--- src/rtl/collect_switch_seq_pkg.sv ---
// Shared definitions for the collect switch: command and source encodings.
// Same encodings are used by the distribute switch tree configuration.
package collect_switch_seq_pkg;

    localparam logic [1:0] CS_CMD_NA   = 2'b00;
    localparam logic [1:0] CS_CMD_LOW  = 2'b01;
    localparam logic [1:0] CS_CMD_HIGH = 2'b10;
    localparam logic [1:0] CS_CMD_BOTH = 2'b11;

    localparam logic [1:0] CS_SRC_NONE = 2'b00;
    localparam logic [1:0] CS_SRC_LOW  = 2'b01;
    localparam logic [1:0] CS_SRC_HIGH = 2'b10;
    localparam logic [1:0] CS_SRC_RED  = 2'b11;

    // Round-robin pick: rr_last is the index of the branch granted last.
    // On a tie the branch not granted last wins; a lone valid always wins.
    function automatic logic [1:0] rr_pick(
        input logic [1:0] valid,
        input logic       rr_last
    );
        logic [1:0] g;
        g = CS_SRC_NONE;
        case (valid)
            2'b01:   g = CS_SRC_LOW;
            2'b10:   g = CS_SRC_HIGH;
            2'b11:   g = rr_last ? CS_SRC_LOW : CS_SRC_HIGH;
            default: g = CS_SRC_NONE;
        endcase
        return g;
    endfunction

endpackage

--- src/rtl/collect_switch_seq_pipe_reg.sv ---
// pipe_reg_seq: one-entry valid/ready register used as the collect switch output stage.
// Loads when empty or when the held word is popped in the same cycle.
module pipe_reg_seq #(
    parameter int WIDTH = 34
) (
    input  logic             clk,
    input  logic             rst_n,
    input  logic             push,
    input  logic [WIDTH-1:0] push_data,
    output logic             load,
    output logic             valid,
    output logic [WIDTH-1:0] data,
    input  logic             ready
);

    assign load = !valid || ready;

    // Valid follows the push whenever the register may load; data holds otherwise.
    always_ff @(posedge clk) begin
        if (!rst_n) begin
            valid <= 1'b0;
            data  <= '0;
        end else if (load) begin
            valid <= push;
            if (push) begin
                data <= push_data;
            end
        end
    end

endmodule

--- src/rtl/collect_switch_seq.sv ---
// collect_switch_seq: merges low/high branch streams onto one registered output.
// Optional macro COLLECT_SWITCH_REDUCE_EN turns cmd=11 into a wrapping add of both branches.
module collect_switch_seq
    import collect_switch_seq_pkg::*;
#(
    parameter int DATA_WIDTH = 32
) (
    input  logic                    clk,
    input  logic                    rst_n,
    input  logic [1:0]              i_valid,
    input  logic [2*DATA_WIDTH-1:0] i_data_bus,
    output logic [1:0]              o_ready,
    output logic                    o_valid,
    output logic [DATA_WIDTH-1:0]   o_data_bus,
    output logic [1:0]              o_src,
    input  logic                    i_ready,
    input  logic                    i_en,
    input  logic [1:0]              i_cmd
);

    localparam int PW = DATA_WIDTH + 2;

    logic [DATA_WIDTH-1:0] data_low;
    logic [DATA_WIDTH-1:0] data_high;
    logic [1:0]            grant;
    logic [1:0]            hs;
    logic                  load;
    logic                  push;
    logic [DATA_WIDTH-1:0] push_word;
    logic [PW-1:0]         push_data;
    logic [PW-1:0]         out_data;

    assign data_low  = i_data_bus[DATA_WIDTH-1:0];
    assign data_high = i_data_bus[2*DATA_WIDTH-1:DATA_WIDTH];

`ifndef COLLECT_SWITCH_REDUCE_EN
    logic rr_last;
`endif

    // Branch grant from command, enable and arbitration state; data never involved.
    always_comb begin
        grant = CS_SRC_NONE;
        if (i_en) begin
            case (i_cmd)
                CS_CMD_LOW:  grant = CS_SRC_LOW;
                CS_CMD_HIGH: grant = CS_SRC_HIGH;
`ifdef COLLECT_SWITCH_REDUCE_EN
                CS_CMD_BOTH: grant = (i_valid == 2'b11) ? CS_SRC_RED : CS_SRC_NONE;
`else
                CS_CMD_BOTH: grant = rr_pick(i_valid, rr_last);
`endif
                default:     grant = CS_SRC_NONE;
            endcase
        end
    end

    assign o_ready = (rst_n && load) ? grant : 2'b00;
    assign hs      = o_ready & i_valid;
    assign push    = (hs != 2'b00);

    // Select (or reduce) the accepted branch word; hs doubles as the source tag.
    always_comb begin
        push_word = '0;
        case (hs)
            2'b01:   push_word = data_low;
            2'b10:   push_word = data_high;
`ifdef COLLECT_SWITCH_REDUCE_EN
            2'b11:   push_word = data_low + data_high;
`endif
            default: push_word = '0;
        endcase
    end

    assign push_data = {hs, push_word};

`ifndef COLLECT_SWITCH_REDUCE_EN
    // Remember which branch won the last serialized handshake.
    always_ff @(posedge clk) begin
        if (!rst_n) begin
            rr_last <= 1'b1;
        end else if (i_cmd == CS_CMD_BOTH) begin
            if (hs == CS_SRC_LOW) begin
                rr_last <= 1'b0;
            end else if (hs == CS_SRC_HIGH) begin
                rr_last <= 1'b1;
            end
        end
    end
`endif

    pipe_reg_seq #(
        .WIDTH (PW)
    ) u_out (
        .clk       (clk),
        .rst_n     (rst_n),
        .push      (push),
        .push_data (push_data),
        .load      (load),
        .valid     (o_valid),
        .data      (out_data),
        .ready     (i_ready)
    );

    assign o_src      = out_data[PW-1:DATA_WIDTH];
    assign o_data_bus = out_data[DATA_WIDTH-1:0];

endmodule

--- config.mk ---
export PLATFORM = sky130hd
export DESIGN_NAME = collect_switch_seq
export DESIGN_NICKNAME = d
export VERILOG_FILES = /design/src/rtl/collect_switch_seq_pkg.sv /design/src/rtl/collect_switch_seq_pipe_reg.sv /design/src/rtl/collect_switch_seq.sv
export SDC_FILE = /design/constraint.sdc
export NUM_CORES = 1
export LEC_CHECK = 0
export CAP_MARGIN = 20
export CORE_MARGIN = 4
export CORE_UTILIZATION = 40
export DETAILED_ROUTE_END_ITERATION = 8
export GPL_TIMING_DRIVEN = 0
export PLACE_DENSITY = 0.82
export REMOVE_ABC_BUFFERS = 1
export SYNTH_ARGS = -nofsm -noshare
export SYNTH_HDL_FRONTEND = slang
export SYNTH_SLANG_ARGS = --single-unit
--- constraint.sdc ---
create_clock -name clk -period 2.99 [get_ports clk]
set_input_delay 0.598 -clock clk [delete_from_list [all_inputs] [get_ports clk]]
set_output_delay 0.598 -clock clk [all_outputs]
set_load 0.02 [all_outputs]
# ---- Word-level counts from Yosys, hierarchy flattened
# Cells that the tools add are included.
dict set report op_classes {
  eq_ne 8
  n_mux 8
  bitwise_logic 1
  n_reduce_logical 7
}
# operator count
set op_table {}
lappend op_table {{32-bit case mux with 2 select lines} 1}
lappend op_table {{2-bit case mux with 3 select lines} 2}
lappend op_table {{2-bit == test (second input constant)} 5}
lappend op_table {{2-bit by 1-bit == test with 1-bit output (second input constant)} 3}
lappend op_table {{2-bit two-way mux} 3}
lappend op_table {{2-bit AND reduction} 2}
lappend op_table {{2-bit nonzero test} 2}
lappend op_table {{2-bit AND} 1}
lappend op_table {{1-bit two-way mux} 2}
lappend op_table {{1-bit logical AND} 1}
lappend op_table {{1-bit logical NOT} 1}
lappend op_table {{1-bit logical OR} 1}
dict set report totals {
  reg_bits 36
  input_bits 72
  out_inout_bits 37
}

# ---- Depth between registers and ports, before layout
# Gate-level depths: netlist of the first run.
dict set report logic_depth {
  ltp_word 9
  mapped_depth 8
}

# ---- Modules after synthesis
# A second synthesis of the first run with hierarchy kept.
dict set report hier_totals {
  cells_unflattened 250
  area_unflattened_um2 2203.4
}
# module n_inst cells_each area_each_um2 seq_area_each_um2
set by_module_without_submodules {}
lappend by_module_without_submodules {pipe_reg_seq 1 153 1436.4 700.7}
lappend by_module_without_submodules {collect_switch_seq 1 97 767.0 20.0}

# ---- Least setup slack after synthesis of the first run
# Ideal clock, no wire load.
dict set report synth_timing {
  kind {input to output}
  startpoint {input port i_ready}
  endpoint {output port o_ready[1]}
  arrival_ps 1426
  required_ps 2392
  setup_slack_ps 966
  path_stages 3
  path_buffers 0
  cell_sequence {nand2b_4 > nand3_2 > a211oi_1}
}
dict set report synth_between {
  elab_chain_len 3
}
# item line_no
set synth_lines {}
lappend synth_lines {{from (decl)} collect_switch_seq.sv:16} ;# input logic i_ready,
lappend synth_lines {{1-bit logical OR} collect_switch_seq_pipe_reg.sv:16} ;# assign load = !valid || ready;
lappend synth_lines {{1-bit logical AND} collect_switch_seq.sv:57} ;# assign o_ready = (rst_n && load) ? grant : 2'b00;
lappend synth_lines {{2-bit two-way mux} collect_switch_seq.sv:57}
lappend synth_lines {{to (decl)} collect_switch_seq.sv:12} ;# output logic [1:0] o_ready,
# No other way between the ends.

# ---- Worst setup path in the final report of the first run
dict set report layout_timing {
  startpoint {input port i_ready}
  endpoint {output port o_ready[0]}
}
# The elaborated chain is that of the path after synthesis.

==> reports/results.txt, run 1 <==
max-cap check violation count: 0
Seq/Total Area, Yosys: 0.400
GP Congestion: 0.749
Critical Path Sink Type: output port
Synth Register Bits: 36
Rel. slew slack: 0.521
leakage power: 0.974 nW
Worst Reg2Reg Path Length in Cells: 6
RSZ-0062 raised after global routing: true
dominant cell type by area after synthesis: dfxtp_1
Post-route DRC: 0
Iter 0 DRT Violations: 38
FP Rows: 24
core area: 0.00435 mm²
maximum clock rate: 345 MHz
largest family of logic cells by synthesized area: compound AO/OA/AOI/OAI gates
Total Die Area: 0.00565 mm²
Hold Path Stages: 1
vias per inst: 5.41
Synth Area in Adders: 0.0208
status: complete, no violations
reg2reg setup slack: 0.69 ns
vias: 1623
Sum Neg Setup Slack: 0 ns
crit path kind: in2out
placed inst area: 0.00287 mm²
skew final: 0.00297 ns
share of the synthesized area in the top cell type: 0.400
post-synthesis mux area share: 0
ANT cells: 0
final hold slack: 0.465 ns
number of flops mapped to enable cells by yosys: 0
Root Driver: clkbuf_8
Filler cells: 341
clk buf depth: 2
Post-Synth Simple-Gate Area: 0.0701
Hold Crit Endpoint: u_out.data[10]
Hold Path Class: reg2reg
most common flop cell mapped by yosys: dfxtp_1
post-synthesis cell type count: 30
Period Utilization, post-route: 0.971
most frequent cells after synthesis: dfxtp_1 (36), a22oi_1 (32), o2bb2ai_2 (30)
Final nets: 323
largest net degree at the start of global routing: 34
CP arrival: 2.30 ns
Final min period: 2.90 ns
layout cells sized above 1: 0.173
CTS tree: done
initial antenna violation count: 0
post-DP HPWL: 3740 µm
GRT Total Usage: 0.169
Die Span Y: 75.1 µm
Critical Path RT: 2.39 ns
first-pass GRT wire length: 7250 µm
CTS Sinks: 36
worst reg2reg path endpoint: u_out.data[11]
H-tree levels: 2
CP Launch Type: input port
worst vdd ir: 0.257 mV
xor/xnor share of the synthesized area: 0
Mapped Area: 0.00180 mm²
Compound-Gate Fraction of Synth Area: 0.437
IO Port Bufs: 108
RR Startpoint: u_out.valid
number of global-route vias before repair: 1537
die span in x: 75.1 µm
PD cells: 325 mW/mm²
Hold Path Origin: u_out.data[10]
Routed Antenna Nets: 0
Yosys warning count: 0
number of setup violations in the final report: 0
Synth Instances: 144
most common cell in the netlist: dfxtp_1
post-layout util: 0.677
DR pass1 iterations: 4
starting density of the core: 0.414
Congestion Overflow GR: 0
final instance area: 0.00295 mm²
Power Total: 0.000959 W
cts bufs inserted: 5
hold buffers post-CTS: 0
setup bufs post-CTS: 0
wire per inst: 16.7 µm
Area growth syn-to-layout: 63.5%
final wirelength: 5010 µm
Reg clk slew, reported paths: 0.07 ns
worst-skew pair later-pin latency: 0.27 ns
top cells by area, synth: dfxtp_1 (40%), o2bb2ai_2 (25%), a22oi_1 (13%)
IO Pins: 109
asr flop ratio synth: 0
Worst Tran Pin Value: 0.718 ns
Slew Viols, Final: 0
Synth Area per Inst: 12.5 µm²
Max FO, Critical Path: 7
final hold violation count: 0
metrics by stage:
stage,std cells,setup WS [ns]
after detailed placement,293,-0.191
after CTS,300,0.0435
after global placement,291,-0.216
after floorplan,131,0.746
after global routing,300,-0.0787
final,300,0.0875
kinds of logic after synthesis:
group / count (synthesis)
AOI/OAI and AO/OA: 74
adders and majority gates: 3
buffers and inverters: 14
DFF: 36
and+or+nand+nor: 17
worst max-delay path by stage:
| stage | startpoint | to | slack (ns) |
|---|---|---|---|
| final | i_ready | o_ready[0] | 0.09 |
| after global routing | i_ready | u_out.data[11] | -0.08 |
| after CTS | i_ready | o_ready[1] | 0.04 |
| after detailed placement | rst_n | u_out.data[10] | -0.19 |
| after global placement | rst_n | u_out.data[12] | -0.22 |
| after floorplan | i_ready | u_out.data[10] | 0.75 |
report_power, final:
group / leakage, nW / internal, W / switching, W
Clock: 0.0410 / 0.000158 / 0.000156
Sequential: 0.290 / 0.000481 / 0.00000140
Combinational: 0.643 / 0.000103 / 0.0000590
layer usage:
metal  GRT usage  routed length (µm)  vias to the layer above
met5           0                   0                        -
met4      0.0524                  33                        0
met3      0.0601                 467                        2
met1       0.191                2000                      774
li1            -                   -                      786
met2       0.298                2520                       61
final cells by class:
| class | instances | area [µm²] | area share |
|---|---|---|---|
| timing repair buffer | 110 | 1130 | 0.383 |
| multi-input combinational | 94 | 952 | 0.323 |
| sequential | 36 | 721 | 0.244 |
| clock inverter | 1 | 5.00 | 0.00170 |
| tap | 52 | 65.1 | 0.0221 |
| clock buffer | 6 | 72.6 | 0.0246 |
| inverter | 1 | 3.75 | 0.00127 |
what timing repair did:
action / in CTS / in global routing
setup endpoints to repair: 0 / 33
hold endpoints to repair: 0 / 0
resized for setup: 0 / 2
critical path, cell delays in order:
cell and delay (ns):
clkdlybuf4s50_1 0.53, nand2b_4 0.18, nand3_2 0.14, nor3b_1 0.22, clkdlybuf4s50_1 0.64
layout by cell type (no fill, tap or decap), drive strengths merged:
cell and instances:
a22o 1, o21a 1, o211ai 3, nor2b 2
o2bb2ai 32, o31ai 1, dfxtp 36, clkbuf 6
nand2 5, inv 1, ha 3, a211oi 1
nand4b 1, clkinv 1, nor3 1, clkdlybuf4s50 106
nor3b 1, buf 2, a31oi 1, nor2 1
nand3 2, a22oi 32, a21oi 1, or2 1
a21boi 1, nand2b 3, dlymetal6s2s 2
state kept, by name, summed over array words and instances, names as in the netlist:
signal / cells
u_out.data: 34
rr_last: 1
u_out.valid: 1
Power figures use the tool's default switching activity.
==> inputs of run 2 (changes only) <==
SKIP_LAST_GASP = 1   (was not set)
==> reports/results.txt, run 2 (synthesis results as in run 1) <==
status: complete, no violations (unchanged)
Reg clk slew, reported paths: 0.07 ns (about the same)
skew final: 0.00228 ns (was 0.00297 ns)
post-CTS resize count: 0 (unchanged)
number of setup violations in the final report: 0 (unchanged)
H-tree levels: 2 (unchanged)
placed inst area: 0.00287 mm² (unchanged)
RSZ-0062 raised after global routing: true (unchanged)
vias per inst: 5.39 (was 5.41)
Area growth syn-to-layout: 63.5% (unchanged)
GRT Total Usage: 0.169 (unchanged)
Largest Register: u_out.data (unchanged)
IO Pins: 109 (unchanged)
Cell Count, Final, Fillers Out: 300 (unchanged)
final hold violation count: 0 (unchanged)
maximum clock rate: 345 MHz (about the same)
ANT cells: 0 (unchanged)
cts bufs inserted: 5 (unchanged)
first-pass GRT wire length: 7250 µm (unchanged)
post-layout util: 0.677 (unchanged)
Final nets: 323 (unchanged)
vias: 1616 (was 1623)
Hold Path Stages: 1 (unchanged)
crit path kind: in2out (unchanged)
clk buf depth: 2 (unchanged)
wire per inst: 16.7 µm (about the same)
Die Span Y: 75.1 µm (unchanged)
Final min period: 2.90 ns (about the same)
initial antenna violation count: 0 (unchanged)
worst-skew pair later-pin latency: 0.28 ns (was 0.27 ns)
final instance area: 0.00295 mm² (unchanged)
dpl cells: 293 (unchanged)
die span in x: 75.1 µm (unchanged)
Period Utilization, post-route: 0.971 (about the same)
CTS Sinks: 36 (unchanged)
Net Sw Power: 0.000217 W (was 0.000216 W)
largest registers: u_out.data (34), rr_last (1), u_out.valid (1) (unchanged)
CP Launch Type: input port (unchanged)
CTS tree: done (unchanged)
setup bufs post-CTS: 0 (unchanged)
RR Startpoint: u_out.valid (unchanged)
CP arrival: 2.30 ns (about the same)
combinational share of power: 0.169 (about the same)
worst reg2reg path endpoint: u_out.data[11] (unchanged)
GP Congestion: 0.749 (unchanged)
Hold Path Class: reg2reg (unchanged)
leakage power: 0.974 nW (unchanged)
Total Die Area: 0.00565 mm² (unchanged)
sequential power share: 0.503 (about the same)
DR pass1 iterations: 4 (unchanged)
final wirelength: 5020 µm (was 5010 µm)
Pint: 0.000742 W (about the same)
FP Rows: 24 (unchanged)
largest net degree at the start of global routing: 34 (unchanged)
PD cells: 326 mW/mm² (was 325 mW/mm²)
reg2reg setup slack: 0.70 ns (was 0.69 ns)
Max FO, Critical Path: 7 (unchanged)
number of global-route vias before repair: 1537 (unchanged)
Iter 0 DRT Violations: 41 (was 38)
Slew Viols, Final: 0 (unchanged)
core area: 0.00435 mm² (unchanged)
max-cap check violation count: 0 (unchanged)
Filler cells: 341 (unchanged)
Worst Tran Pin Value: 0.718 ns (about the same)
Hold Crit Endpoint: u_out.data[10] (unchanged)
Critical Path RT: 2.39 ns (about the same)
starting density of the core: 0.414 (unchanged)
max reg flops: 34 (unchanged)
Hold Path Origin: u_out.data[10] (unchanged)
Routed Antenna Nets: 0 (unchanged)
Worst Reg2Reg Path Length in Cells: 6 (unchanged)
IO Port Bufs: 108 (unchanged)
Rel. slew slack: 0.521 (about the same)
Critical Path Sink Type: output port (unchanged)
hold buffers post-CTS: 0 (unchanged)
most common cell after layout, fill and taps aside: clkdlybuf4s50_1 (unchanged)
Sw Ratio: 0.226 (about the same)
layout cells sized above 1: 0.173 (unchanged)
post-DP HPWL: 3740 µm (unchanged)
worst vdd ir: 0.260 mV (was 0.257 mV)
Root Driver: clkbuf_8 (unchanged)
most frequent cells in the layout: clkdlybuf4s50_1 (106), dfxtp_1 (36), a22oi_1 (32), o2bb2ai_2 (30) (unchanged)
Post-route DRC: 0 (unchanged)
Congestion Overflow GR: 0 (unchanged)
clock power share: 0.328 (about the same)
-- run 2: cell type report --
type	instances	area [µm²]	share of cell area
repair buffers	110	1130	0.383
multi-input cells	94	952	0.323
flip-flops and latches	36	721	0.244
clock buffers	6	72.6	0.0246
well taps	52	65.1	0.0221
clock inverters	1	5.00	0.00170
inverters	1	3.75	0.00127
-- run 2: how the worst max path moves through the flow --
stage               slack (ns)     from              to  cells after the start
floorplan                 0.75  i_ready  u_out.data[10]                      6
global placement         -0.22    rst_n  u_out.data[12]                      6
detailed placement       -0.19    rst_n  u_out.data[10]                      6
CTS                       0.04  i_ready      o_ready[1]                      5
global route             -0.08  i_ready  u_out.data[11]                      7
finish                    0.09  i_ready      o_ready[0]                      5
-- run 2: through the flow --
step / worst slack [ns] / hold slack (ns) / TNS (ns) / total power, W
2_1_floorplan: 0.746 / 0.496 / 0 / 0.000540
3_3_place_gp: -0.216 / 0.446 / -5.16 / 0.000650
3_5_place_dp: -0.191 / 0.453 / -5.01 / 0.000656
4_1_cts: 0.0435 / 0.469 / 0 / 0.000971
5_1_grt: -0.0787 / 0.480 / -0.272 / 0.00100
6_report: 0.0875 / 0.465 / 0 / 0.000960
-- run 2: power by group through the flow --
stage          logic (W)  clock network [W]  registers [W]
2_1_floorplan  0.0000456                  0       0.000495
3_3_place_gp    0.000157                  0       0.000493
3_5_place_dp    0.000163                  0       0.000493
4_1_cts         0.000164           0.000325       0.000482
5_1_grt         0.000171           0.000350       0.000482
6_report        0.000162           0.000315       0.000482
-- run 2: worst max-delay path: stages --
cell and delay (ns):
clkdlybuf4s50_1 0.53, nand2b_4 0.18, nand3_2 0.14, nor3b_1 0.22
clkdlybuf4s50_1 0.64
-- run 2: metal layers --
layer,up-vias,track usage,wire length [µm]
met3,2,0.0601,468
met2,61,0.298,2510
li1,786,-,-
met4,0,0.0524,33
met1,767,0.191,2010
met5,-,0,0
